## config.mk

```make
export PLATFORM = sky130hd
export DESIGN_NAME = pulp_clock_divider
export DESIGN_NICKNAME = d
export VERILOG_FILES = /design/src/rtl/pulp_clock_divider.sv
export SDC_FILE = /design/constraint.sdc
export NUM_CORES = 1
export LEC_CHECK = 0
export CAP_MARGIN = 20
export CORE_MARGIN = 2
export CORE_UTILIZATION = 55
export CTS_CLUSTER_SIZE = 14
export DETAILED_ROUTE_END_ITERATION = 7
export PLACE_DENSITY = 0.81
export SLEW_MARGIN = 20
export SYNTH_ARGS = -nofsm -noshare
export SYNTH_HDL_FRONTEND = slang
export SYNTH_SLANG_ARGS = --single-unit
```

## constraint.sdc

```tcl
create_clock -name clk_i -period 7 [get_ports clk_i]
set_clock_uncertainty 0.1 [all_clocks]
set_input_delay 0.7 -clock clk_i [delete_from_list [all_inputs] [get_ports clk_i]]
set_output_delay 0.7 -clock clk_i [all_outputs]
set_load 0.1 [all_outputs]
```

## src/rtl/pulp_clock_divider.sv

```systemverilog
// Programmable glitch-free integer clock divider.
// The divided clock is a flop output; ratio changes and enable/disable only
// take effect on period boundaries, so clk_o never produces a runt pulse.
module pulp_clock_divider #(
    parameter int DIV_WIDTH   = 8,
    parameter int DEFAULT_DIV = 2
) (
    input  logic                 clk_i,
    input  logic                 rst_ni,
    input  logic                 en_i,
    input  logic                 cfg_valid_i,
    input  logic [DIV_WIDTH-1:0] cfg_div_i,
    output logic                 cfg_ready_o,
    output logic [DIV_WIDTH-1:0] div_o,
    output logic                 clk_o,
    output logic                 running_o
);

    localparam logic [DIV_WIDTH-1:0] DEF_DIV = DIV_WIDTH'(DEFAULT_DIV);
    localparam logic [DIV_WIDTH-1:0] MIN_DIV = DIV_WIDTH'(2);

    typedef enum logic {
        ST_IDLE = 1'b0,
        ST_RUN  = 1'b1
    } state_t;

    state_t               state_reg, state_next;
    logic [DIV_WIDTH-1:0] cnt_reg, cnt_next;
    logic [DIV_WIDTH-1:0] div_reg, div_next;
    logic [DIV_WIDTH-1:0] pend_div_reg, pend_div_next;
    logic                 pend_valid_reg, pend_valid_next;
    logic                 clk_reg, clk_next;

    logic [DIV_WIDTH-1:0] half_div;
    logic [DIV_WIDTH-1:0] cnt_inc;
    logic [DIV_WIDTH-1:0] cfg_div_eff;
    logic                 boundary;
    logic                 accept;
    logic                 apply_pend;

    // Values below 2 cannot form a clock period, so they are clamped on entry
    // and only the effective ratio is ever stored.
    assign cfg_div_eff = (cfg_div_i < MIN_DIV) ? MIN_DIV : cfg_div_i;
    assign half_div    = div_reg >> 1;
    assign cnt_inc     = cnt_reg + 1'b1;
    assign boundary    = (state_reg == ST_RUN) && (cnt_reg == div_reg - 1'b1);
    assign accept      = cfg_valid_i && !pend_valid_reg;
    // In IDLE the pending value is applied right away unless we are starting
    // this very cycle; then the first period keeps the old ratio and the new
    // one lands on the next boundary.
    assign apply_pend  = pend_valid_reg &&
                         (boundary || ((state_reg == ST_IDLE) && !en_i));

    // Next-state logic for run state, period counter, divided clock and config.
    always_comb begin
        state_next      = state_reg;
        cnt_next        = cnt_reg;
        clk_next        = clk_reg;
        div_next        = div_reg;
        pend_div_next   = pend_div_reg;
        pend_valid_next = pend_valid_reg;

        unique case (state_reg)
            ST_IDLE: begin
                cnt_next = '0;
                clk_next = 1'b0;
                if (en_i) begin
                    state_next = ST_RUN;
                    clk_next   = 1'b1;
                end
            end
            ST_RUN: begin
                if (boundary) begin
                    cnt_next = '0;
                    if (en_i) begin
                        clk_next = 1'b1;
                    end else begin
                        state_next = ST_IDLE;
                        clk_next   = 1'b0;
                    end
                end else begin
                    cnt_next = cnt_inc;
                    clk_next = (cnt_inc < half_div);
                end
            end
            default: begin
                state_next = ST_IDLE;
                cnt_next   = '0;
                clk_next   = 1'b0;
            end
        endcase

        // accept and apply_pend are mutually exclusive: one needs the slot
        // empty, the other needs it full.
        if (apply_pend) begin
            div_next        = pend_div_reg;
            pend_valid_next = 1'b0;
        end
        if (accept) begin
            pend_div_next   = cfg_div_eff;
            pend_valid_next = 1'b1;
        end
    end

    // State register with synchronous active-low reset.
    always_ff @(posedge clk_i) begin
        if (!rst_ni) begin
            state_reg      <= ST_IDLE;
            cnt_reg        <= '0;
            clk_reg        <= 1'b0;
            div_reg        <= DEF_DIV;
            pend_div_reg   <= DEF_DIV;
            pend_valid_reg <= 1'b0;
        end else begin
            state_reg      <= state_next;
            cnt_reg        <= cnt_next;
            clk_reg        <= clk_next;
            div_reg        <= div_next;
            pend_div_reg   <= pend_div_next;
            pend_valid_reg <= pend_valid_next;
        end
    end

    assign clk_o       = clk_reg;
    assign div_o       = div_reg;
    assign cfg_ready_o = !pend_valid_reg;
    assign running_o   = (state_reg == ST_RUN);

endmodule

```

### After elaboration in Yosys (flattened, before gate mapping)

Index checks and enable logic that the tools add are counted.

| storage, ports and cells | value |
|---|---|
| output and inout bits | 11 |
| flip-flop bits (word level) | 27 |
| input bits | 12 |

| operators by class | value |
|---|---|
| magnitude comparators | 2 |
| bitwise gates (word level) | 1 |
| reductions and logical operators | 8 |
| multiplexer cells | 10 |
| equality and inequality tests | 1 |
| $add $sub $neg | 2 |

Operators with widths:

| kind | number |
|---|---|
| 8-bit 2-to-1 mux | 2 |
| 8-bit one-hot mux with 2 select lines | 1 |
| 8-bit by 1-bit adder with 8-bit output, second input constant | 1 |
| 8-bit == test | 1 |
| 8-bit by 2-bit less-than comparator with 1-bit output, second input constant | 1 |
| 8-bit by 7-bit less-than comparator with 1-bit output | 1 |
| 8-bit by 1-bit subtractor with 8-bit output, second input constant | 1 |
| 1-bit 2-to-1 mux | 5 |
| 1-bit logical AND | 4 |
| 1-bit one-hot mux with 2 select lines | 2 |
| 1-bit logical NOT | 2 |
| 2-bit nonzero test | 1 |
| 1-bit logical OR | 1 |
| 1-bit inverter | 1 |

### Longest topological paths before layout

| logic depth | value |
|---|---|
| word-level depth | 7 |
| depth in mapped cells | 10 |
| gate-level depth less buffers | 8 |

### Worst setup path before layout

Ideal clock, no wire load.

| timing | value |
|---|---|
| path type | reg2reg |
| start | reg div_reg[1] (netlist: div_o[1]) |
| end | reg div_reg[5] (netlist: div_o[5]) |
| setup slack | 3,837 ps |
| required time | 6,777 ps |
| library setup time | 123 ps |
| arrival time | 2,940 ps |
| path buffers | 1 |
| cell stages (with the launch flop) | 10 |
| path through | dfxtp_1 > inv_1 > ha_1 > nor3b_1 > a22oi_1 > o211ai_1 > a2111oi_4 > nor2_2 > buf_6 > a221o_1 |

| on the way | value |
|---|---|
| word-level cells in the longest chain between the ends | 5 |

Ends and longest elaborated chain:

| what | RTL line | source |
|---|---|---|
| start, declared | 29 | `logic [DIV_WIDTH-1:0] div_reg, div_next;` |
| start signal, assigned | 118 | `div_reg <= div_next;` |
| 8-bit by 1-bit subtractor with 8-bit output | 46 | `assign boundary = (state_reg == ST_RUN) && (cnt_reg == div_reg - 1'b1);` |
| 8-bit == test | 46 |  |
| 1-bit logical AND | 46 |  |
| 1-bit logical OR | 52 | `(boundary \|\| ((state_reg == ST_IDLE) && !en_i));` |
| 1-bit logical AND | 51 | `assign apply_pend = pend_valid_reg &&` |

No other way between the ends.
A chain may end at the register's enable or synchronous reset.

### Worst setup path in the final report

| timing | value |
|---|---|
| start | reg div_reg[3] (netlist: div_o[3]) |
| end | out div_o[3] |

RTL lines:

| what | RTL line | source |
|---|---|---|
| end, declared | 14 | `output logic [DIV_WIDTH-1:0] div_o,` |

No word-level cell between the ends.

==> results_dict.tcl <==
set metrics [dict create \
    syn_area_per_cell_um2 8.886 \
    slowest_stage "clkdlybuf4s50_1" \
    setup_tns_ns 0 \
    setup_viol 0 \
    whs_endpoint "pend_div_reg[7]" \
    first_global_vias 1264 \
    rr_worst_depth 8 \
    hold_buffers 0 \
    yosysWarnings 0 \
    io_pins 23 \
    rsz0062_at_grt "false" \
    r2r_slack_ns 4.44 \
    cts_resized 0 \
    cts_max_level 1 \
    num-fill-cells 222 \
    finalNonFillerCells 226 \
    critPathMaxStageDelay_ns 1.20 \
    clockRootBuffer "clkbuf_4" \
    vias 1337 \
    ys_types 40 \
    synth.net_count 197 \
    worst_pin_slew_ns 0.9736 \
    ant_nets 0 \
    die_h_um 57.48 \
    gp_congestion 0.8516 \
    cp_cell_sequence "clkdlybuf4s50_1" \
    antenna_cells 0 \
    worst_ep_arrival_time_ns 2.09 \
    post_cts_buffers 0 \
    rows 19 \
    p_per_area_nw_per_um2 172.2 \
    drive_above_1_share_pct 6.154 \
    place_inst 222 \
    wl_per_cell_um 15.15 \
    worstHoldStart "pend_div_reg[7]" \
    cts_buffers 3 \
    cts_tree "yes" \
    drt-total-wl_mm 3.423 \
    track_usage_pct 22.43 \
    die-area_um2 3303 \
    clk_path_buf_depth 2 \
    path_clk_slew_ns 0.16 \
    ys.flop_type "dfxtp_1" \
    worst-path-buf-inv 1 \
    drt-initial-drc-count 52 \
    netlist.top_cell.by_area "dfxtp_1" \
    die_x_um 57.48 \
    critPathTopFamily "buffers and inverters" \
    post-route-period-util_pct 41.30 \
    drv_cap 0 \
    grt_max_degree 21 \
    hold_class "flop to flop" \
    cp_max_fo 8 \
    required_ns 6.20 \
    irDropWorstVdd_uv 150.8 \
    async_flop_share_pct 0 \
    hold_path_depth 2 \
    rr_startpoint "div_o[0]" \
    ys_top_cells_by_area "dfxtp_1 34%, xnor2_1 6.7%, ha_1 6.4%" \
    nNetsFinal 216 \
    status "complete, no violations" \
    portBuffers 22 \
    slew_headroom_pct 34.89 \
    grt_overflow 0 \
    synth_edf_count 0 \
    via_per_inst 5.916 \
    syn_to_final_growth_pct 15.04 \
    p_leak_nw 0.6747 \
    period_needed_ns 2.891 \
    syn_area_um2 1573 \
    clkSinkCount 27 \
    start_util_pct 57.53 \
    synth-seq-cells 27 \
    clkLatencyLatePin_ns 0.34 \
    hold_viol 0 \
    grt_antenna_before_repair 0 \
    crit_path_end_kind "primary output" \
    path_class "flop to primary output" \
    syn_inst 177 \
    coreArea_um2 2734 \
    whs_ns 0.3978 \
    firstDrtPassIters 4 \
    grt_pass1_wl_mm 5.816 \
    drc 0 \
    post-dp-hpwl_mm 2.555 \
    r2r-end "div_o[7]" \
    worstSetupStartpointType "flop" \
    max_freq_mhz 345.9 \
    slew_viol_final 0 \
    netlist.area_leader.share_pct 34.37 \
    yosysSeqAreaShare_pct 34.37 \
]
worst max path at each step:
stage / from / endpoint / slack [ns] / depth (start not counted)
after floorplan: div_o[1] / div_o[5] / 3.84 / 9
after global placement: cfg_div_i[5] / pend_div_reg[0] / 4.49 / 5
after detailed placement: cfg_div_i[5] / pend_div_reg[0] / 4.43 / 5
after CTS: div_o[3] / div_o[3] / 4.12 / 1
after global routing: div_o[3] / div_o[3] / 4.06 / 1
final: div_o[3] / div_o[3] / 4.11 / 1
cell type report:
class                   instances  area [um2]  area share, %
well taps                      31       38.79          2.144
flip-flops and latches         27       540.5          29.88
multi-input cells             130       934.6          51.66
repair buffers                 22       220.2          12.17
inverters                      12       45.04          2.490
clock buffers                   3       22.52          1.245
clock inverters                 1       7.507         0.4149
where the power goes:
group | internal [mW] | switching [mW]
clock | 0.0219 | 0.0504
sequential | 0.160 | 0.00783
combinational | 0.0264 | 0.0447
total | 0.209 | 0.103
cell usage after synthesis, drive strengths merged (3+ instances only):
master and count:
clkbuf 5, xor2 3, nor2b 10, a21boi 6, dfxtp 27, a221o 7, xnor2 12, nor2 7
ha 8, o21ai 3, a22oi 10, nand2 21, and2 8, nand4 3, inv 12, nor3 3
buf 3, nand3 4
logic make-up after synthesis:
family / share of synthesized area [%]
xor+xnor: 8.353
compound gates: 21.72
buf+inv: 6.205
fa+ha+maj: 6.365
flops: 34.37
simple gates: 22.99
cell usage in the layout, fill, tap and decap left out, types with 2 or more instances in the layout:
cell type / instances
and2_1: 8
nand3_1: 4
nand2_1: 21
nand4_1: 3
nor3_1: 3
o211ai_1: 2
o21ai_0: 2
a221o_1: 7
a21boi_0: 6
or4_1: 2
xnor2_1: 12
dfxtp_1: 27
ha_1: 8
nor2_1: 6
o22ai_1: 2
clkdlybuf4s50_1: 22
a21o_1: 2
clkbuf_4: 3
nor2b_1: 10
a21oi_1: 2
a22oi_1: 10
xor2_1: 3
inv_1: 12
routing by layer:
metal  share of wire [%]  vias to the layer above  GRT usage (%)
met2                  47                       40          34.42
met5                   0                        -              0
met1                  47                      625          31.55
li1                    -                      668              -
met4                 1.4                        0          9.967
met3                 4.6                        4          2.721
worst register-to-register path, cell delays in order (launching register included):
cell and delay (ns):
dfxtp_1 0.51, inv_1 0.09, ha_1 0.23, nor3b_1 0.17
a22oi_1 0.20, o211ai_1 0.16, a2111oi_4 0.44, nor2_2 0.22
a221o_1 0.34
per-stage QoR:
stage	utilization [%]	setup slack, ns	instance area [um2]	total power [mW]
final	66.18	4.109	1809	0.3116
after global routing	66.18	4.062	1809	0.3261
after CTS	66.18	4.120	1809	0.3125
after detailed placement	65.08	4.429	1779	0.2420
after global placement	65.08	4.485	1779	0.2402
after floorplan	-	3.837	1573	0.2226
Note: power is estimated with default switching activity, not from simulation.
